### src/rtl/aes_pkg.sv
// Shared definitions for the AES key-schedule sequencer and its round counter.
package aes_pkg;

  localparam int unsigned RND_W = 4;

  typedef enum logic [2:0] {
    IDLE,
    LOAD,
    FWD,
    REV,
    DONE
  } ks_state_t;

  // Number of cipher rounds for a key of k bits.
  function automatic int unsigned nr(input int unsigned k);
    return k / 32 + 6;
  endfunction

endpackage

### src/rtl/round_counter.sv
// Saturating up/down round index with terminal-count flags at 0 and NR.
module round_counter
  import aes_pkg::*;
#(
  parameter int unsigned NR = 10
) (
  input  logic             clk,
  input  logic             reset,
  input  logic             clr,
  input  logic             load_nr,
  input  logic             up,
  input  logic             dn,
  output logic [RND_W-1:0] round,
  output logic             tc_hi,
  output logic             tc_lo
);

  localparam logic [RND_W-1:0] NR_V = RND_W'(NR);

  logic [RND_W-1:0] round_q;
  logic [RND_W-1:0] round_d;

  // Saturation keeps the index inside 0..NR even on a stray up/dn.
  always_comb begin
    round_d = round_q;
    if (clr) begin
      round_d = '0;
    end else if (load_nr) begin
      round_d = NR_V;
    end else if (up && !tc_hi) begin
      round_d = round_q + RND_W'(1);
    end else if (dn && !tc_lo) begin
      round_d = round_q - RND_W'(1);
    end
  end

  always_ff @(posedge clk or negedge reset) begin
    if (!reset) begin
      round_q <= '0;
    end else begin
      round_q <= round_d;
    end
  end

  assign round = round_q;
  assign tc_hi = (round_q == NR_V);
  assign tc_lo = (round_q == '0);

endmodule

### src/rtl/key_sched_ctrl.sv
// Sequencer for the AES key expander: load, forward rounds, optional reverse
// rounds, then a one-cycle completion pulse.
module key_sched_ctrl
  import aes_pkg::*;
#(
  parameter int unsigned K   = 128,
  parameter bit          INV = 1'b0
) (
  input  logic             clk,
  input  logic             reset,
  input  logic             start,
  output logic             busy,
  output logic             exp_reset,
  output logic             done1,
  output logic             done2,
  output logic             predone,
  output logic [RND_W-1:0] round,
  output logic             fwd,
  output logic             rk_valid,
  output logic             done
);

  localparam int unsigned NR = nr(K);

  if (!(K == 128 || K == 192 || K == 256)) begin : g_bad_k
    $error("key_sched_ctrl: K must be 128, 192 or 256");
  end

  ks_state_t state_q, state_d;

  logic busy_q, busy_d;
  logic exp_reset_q, exp_reset_d;
  logic done1_q, done1_d;
  logic done2_q, done2_d;
  logic predone_q, predone_d;
  logic fwd_q, fwd_d;
  logic rk_valid_q, rk_valid_d;
  logic done_q, done_d;

  logic             cnt_clr, cnt_load, cnt_up, cnt_dn;
  logic             tc_hi, tc_lo;
  logic [RND_W-1:0] round_cnt;

  round_counter #(
    .NR(NR)
  ) u_round_counter (
    .clk    (clk),
    .reset  (reset),
    .clr    (cnt_clr),
    .load_nr(cnt_load),
    .up     (cnt_up),
    .dn     (cnt_dn),
    .round  (round_cnt),
    .tc_hi  (tc_hi),
    .tc_lo  (tc_lo)
  );

  // Next state, counter controls and the next value of every registered output.
  always_comb begin
    state_d = state_q;
    case (state_q)
      IDLE:    if (start) state_d = LOAD;
      LOAD:    state_d = FWD;
      FWD:     if (tc_hi) state_d = INV ? REV : DONE;
      REV:     if (tc_lo) state_d = DONE;
      DONE:    state_d = start ? LOAD : IDLE;
      default: state_d = IDLE;
    endcase

    cnt_clr  = !(state_d inside {FWD, REV});
    cnt_load = (state_q == FWD) && (state_d == REV);
    cnt_up   = (state_q == FWD) && (state_d == FWD);
    cnt_dn   = (state_q == REV) && (state_d == REV);

    exp_reset_d = !(state_d inside {FWD, REV});
    busy_d      = state_d inside {LOAD, FWD, REV};
    rk_valid_d  = state_d inside {FWD, REV};
    fwd_d       = (state_d != REV);
    done_d      = (state_d == DONE);
    // Warn one round ahead: the counter steps from 2 to 1 on this edge.
    predone_d   = (state_q == REV) && (state_d == REV) && (round_cnt == RND_W'(2));

    done1_d = done1_q;
    done2_d = done2_q;
    if (state_d == LOAD) begin
      done1_d = 1'b0;
      done2_d = 1'b0;
    end else begin
      if ((state_q == FWD) && (state_d != FWD)) done1_d = 1'b1;
      if ((state_q == REV) && (state_d == DONE)) done2_d = 1'b1;
    end
  end

  always_ff @(posedge clk or negedge reset) begin
    if (!reset) begin
      state_q     <= IDLE;
      busy_q      <= 1'b0;
      exp_reset_q <= 1'b1;
      done1_q     <= 1'b0;
      done2_q     <= 1'b0;
      predone_q   <= 1'b0;
      fwd_q       <= 1'b1;
      rk_valid_q  <= 1'b0;
      done_q      <= 1'b0;
    end else begin
      state_q     <= state_d;
      busy_q      <= busy_d;
      exp_reset_q <= exp_reset_d;
      done1_q     <= done1_d;
      done2_q     <= done2_d;
      predone_q   <= predone_d;
      fwd_q       <= fwd_d;
      rk_valid_q  <= rk_valid_d;
      done_q      <= done_d;
    end
  end

  assign busy      = busy_q;
  assign exp_reset = exp_reset_q;
  assign done1     = done1_q;
  assign done2     = done2_q;
  assign predone   = predone_q;
  assign round     = round_cnt;
  assign fwd       = fwd_q;
  assign rk_valid  = rk_valid_q;
  assign done      = done_q;

endmodule

### config.mk
export PLATFORM = sky130hd
export DESIGN_NAME = key_sched_ctrl
export DESIGN_NICKNAME = d
export VERILOG_FILES = /design/src/rtl/aes_pkg.sv /design/src/rtl/round_counter.sv /design/src/rtl/key_sched_ctrl.sv
export SDC_FILE = /design/constraint.sdc
export NUM_CORES = 1
export LEC_CHECK = 0
export CORE_MARGIN = 2
export CORE_UTILIZATION = 45
export CTS_CLUSTER_SIZE = 40
export DETAILED_ROUTE_END_ITERATION = 8
export GPL_TIMING_DRIVEN = 0
export PLACE_DENSITY = 0.85
export SLEW_MARGIN = 20
export SYNTH_ARGS = -nofsm -noshare
export SYNTH_HDL_FRONTEND = slang
export SYNTH_HIERARCHICAL = 1
export SYNTH_SLANG_ARGS = --single-unit
### constraint.sdc
create_clock -name clk -period 2.3 [get_ports clk]
set_input_delay 0.575 -clock clk [delete_from_list [all_inputs] [get_ports clk]]
set_output_delay 0.575 -clock clk [all_outputs]
set_load 0.01 [all_outputs]
==> results_tabular.tex, run 1 <==
\begin{tabular}{lr}
\hline
Metric & Value \\
\hline
\multicolumn{2}{l}{\textbf{Floorplanning}} \\
\quad Placement Rows & 15 \\
\quad Die Span X & 46.8 um \\
\quad Effective utilization at floorplan & a little under half \\
\quad Die Outline Area & 0.00219 sq mm \\
\quad DIE HEIGHT & 46.8 um \\
\quad Core area & 0.00173 sq mm \\
\quad Number of placed I/O pins & 15 \\
\multicolumn{2}{l}{\textbf{Synthesis}} \\
\quad Portion of the post-synthesis area used by sequential elements & approximately 46\% \\
\quad Syn Inst Count & 74 \\
\quad Number of synthesized register bits & 15 \\
\quad Top area cells in the synthesized netlist & dfrtp\_1 (40\%), dfstp\_2 (6.4\%), nor2\_1 (3.6\%), xnor2\_1 (3.2\%), a21oi\_1 (3.0\%) \\
\quad Library cell occupying the most area in the post-synthesis netlist & dfrtp\_1 \\
\quad Post-synthesis cell area & 823 sq um \\
\quad Avg Synthesized Cell Area & 11.1 sq um \\
\quad Share of the synthesized area in the top cell type & between 30\% and 40\% \\
\quad Warnings, synthesis & 6 \\
\quad Synth unique cells & 34 \\
\multicolumn{2}{l}{\textbf{Final layout}} \\
\quad Net count reported at finish & 121 \\
\quad Layout-stage area growth over the synthesis result & 53.3\% \\
\quad Ratio of cells with drive above 1 in the final layout & 42.1\% \\
\quad Most common cell after layout, fill and taps aside & buf\_4 \\
\quad N\_diodes & 0 \\
\quad Most frequent cells in the layout & buf\_4 (18), clkdlybuf4s50\_1 (14), dfrtp\_1 (9) \\
\quad Post-route cell area & 0.00126 sq mm \\
\multicolumn{2}{l}{\textbf{Status}} \\
\quad Run status & completed \\
\multicolumn{2}{l}{\textbf{GRT}} \\
\quad Aggregate global-route resource usage & 20.8\% \\
\quad Via count of the first global-routing pass & around 650 \\
\quad Number of antenna violations at the first check in global routing & 0 \\
\quad Largest net degree at the start of global routing & 16 \\
\quad Global-route congestion overflow total & 0 \\
\quad Wire length of the first global-routing pass & 3100 um \\
\multicolumn{2}{l}{\textbf{Job}} \\
\quad Max cap viols & 0 \\
\multicolumn{2}{l}{\textbf{Timing}} \\
\quad Count of final setup violators & 0 \\
\quad Min Tclk post-route & 2260 ps \\
\quad Worst-margin pin slew & 646 ps \\
\quad Maximum frequency from static timing analysis & roughly 0.44 GHz \\
\quad Final count of pins violating max slew & 0 \\
\quad Rel. slew slack & 56.8\% \\
\quad Hold Worst Slack & 555 ps \\
\quad Final worst-path cycle share & $\sim$98\% \\
\quad Layout Skew & 3.16 ps \\
\quad RSZ-0062 raised after global routing & true \\
\quad Final Hold Fails & 0 \\
\quad Least setup slack across all paths after layout & between 30 and 40 ps \\
\multicolumn{2}{l}{\textbf{Critical path}} \\
\quad Element type at the critical path end & flop \\
\quad Required time at the endpoint of the critical path & 2500 ps \\
\quad Origin of the critical flop-to-flop path & u\_round\_counter/round[2] \\
\quad Arrival @ worst endpoint & 2460 ps \\
\quad Launch point of the critical path & u\_round\_counter/round[2] \\
\quad Setup CP Type & flop to flop \\
\quad Largest driver fanout on the critical path & 4 \\
\quad Critical Path Start Type & flop \\
\multicolumn{2}{l}{\textbf{Clocking}} \\
\quad CTS H-Tree Depth & 1 \\
\quad Inserted Clock Buffers & 3 \\
\quad Clock transition at the register clock pins on the worst setup and hold paths after CTS & 90 ps \\
\quad Root cell of the clock tree & clkbuf\_4 \\
\quad Clock network latency to the later pin of the worst-skew pair & $\sim$280 ps \\
\quad TritonCTS clock tree & built \\
\quad Clock buffer depth & 2 \\
\quad Sinks on the clock net & 15 \\
\multicolumn{2}{l}{\textbf{Detailed routing}} \\
\quad 1st-iter DRT viols & 13 \\
\quad 1st-pass router iterations & 4 \\
\quad Post-DR vias/cell & 5.32 \\
\quad Residual DRC & 0 \\
\quad Routed via count & 740 \\
\quad Average wire per cell in the routed design & $\sim$16 um \\
\quad Antenna Nets Post-Route & 0 \\
\quad WL final & 2210 um \\
\multicolumn{2}{l}{\textbf{Power and ir drop}} \\
\quad Worst supply voltage drop on vdd & 1.04 mV \\
\quad Power per cell area & around 1600 mW/mm\^{}2 \\
\quad Pleak & 0.572 nW \\
\multicolumn{2}{l}{\textbf{Place}} \\
\quad Hpwl dp & 1220 um \\
\quad Setup WS pre-CTS & -277 ps \\
\quad Post-place instance area & 0.00103 sq mm \\
\quad Global placement routability congestion & approximately 0.79 \\
\quad Buffers on Ports & 14 \\
\multicolumn{2}{l}{\textbf{Worst hold path}} \\
\quad Worst Hold Launch & done2 \\
\quad Type of the tightest min-delay check & flop to flop \\
\hline
\end{tabular}
-- critical path: stages, from the launching register on --
cell	delay, ps
dfrtp_2	440
buf_4	160
nor4_4	280
nand3b_4	200
inv_1	80
nand3b_1	240
a211oi_4	380
nor3_1	120
a221oi_2	270
-- cell usage after synthesis, drive strengths merged --
cell type / instances
nand2b: 2
nor2: 8
dfstp: 2
or3: 2
dfrtp: 13
nor4b: 1
nor2b: 3
a21o: 2
nand4bb: 1
nor3: 1
o31a: 1
a21oi: 5
mux2i: 1
o22ai: 1
a211oi: 2
o21ai: 3
nand2: 4
a31oi: 2
ha: 2
fa: 1
o211ai: 1
a221oi: 1
nor4: 3
conb: 1
buf: 1
xnor2: 3
inv: 5
nand3b: 2
-- flip-flops by register name, indices dropped and copies added, names as in the netlist --
signal                 count
done                       1
exp_reset                  1
done2                      1
predone                    1
u_round_counter/round      4
done1                      1
fwd                        1
state_q                    3
busy                       1
rk_valid                   1
-- routing by layer --
metal / part of all wire [%] / GRT usage [%] / vias up
li1: - / - / 344
met1: 41 / 26.5 / 358
met2: 51 / 33.2 / 30
met3: 4.7 / 4.23 / 8
met4: 3.2 / 11.7 / 0
met5: 0 / 0 / -
-- report_power, final --
| part | switching, W | internal [W] |
|---|---|---|
| sequential | 0.0000916 | 0.000374 |
| clock | 0.0000839 | 0.0000647 |
| combinational | 0.000651 | 0.000719 |
-- area by class of cell --
type | instances | area (sq um)
tap | 25 | 31.3
fill | 119 | 464
clock buffer | 3 | 22.5
buffer | 1 | 11.3
timing repair buffer | 32 | 275
multi-input combinational | 57 | 513
clock inverter | 1 | 5.00
inverter | 5 | 21.3
sequential | 15 | 383
-- stage by stage --
stage                     total power (W)  cells  setup TNS (ps)  util (%)
after detailed placement          0.00145    117            -622      59.9
after floorplan                   0.00116     78           -10.8         -
after global placement            0.00139    117            -221      59.9
after global routing              0.00210    139           -56.8      73.1
after CTS                         0.00169    129               0      65.4
final                             0.00198    139               0      73.1
-- cell families (layout without fill, tap and decap cells) --
group,count (synthesis),count (layout),synth area share (%)
fa+ha+maj,3,3,5.47
flops,15,15,45.9
xor+xnor,3,3,3.19
mux,1,1,1.22
other cells,1,5,0.455
buf+inv,6,42,3.65
compound gates,18,18,17.0
simple gates,27,27,23.1
-- worst paths after layout --
path,end,slack [ps],depth (start not counted)
max,u_round_counter/round[3],40,8
min in group asynchronous,predone,680,1
max in group asynchronous,u_round_counter/round[1],1170,1
max reg2reg,u_round_counter/round[3],40,8
min,done2,560,2
min reg2reg,done2,560,2
-- what timing repair did --
action | CTS | global route
pin swaps | 1 | 8
hold buffers | 0 | 0
gates resized for setup | 2 | 11
setup buffers | 8 | 10
setup endpoints to repair | 4 | 4
Note: power is estimated with default switching activity, not from simulation.
==> run 2, diff against run 1 <==
--- a/config.mk
+++ b/config.mk
@@ -11,6 +11,7 @@
 export DETAILED_ROUTE_END_ITERATION = 8
 export GPL_TIMING_DRIVEN = 0
 export PLACE_DENSITY = 0.85
+export SKIP_LAST_GASP = 1
 export SLEW_MARGIN = 20
 export SYNTH_ARGS = -nofsm -noshare
 export SYNTH_HDL_FRONTEND = slang
==> results of run 2 <==
No change in the layout: final DEF, timing and power equal those of run 1.
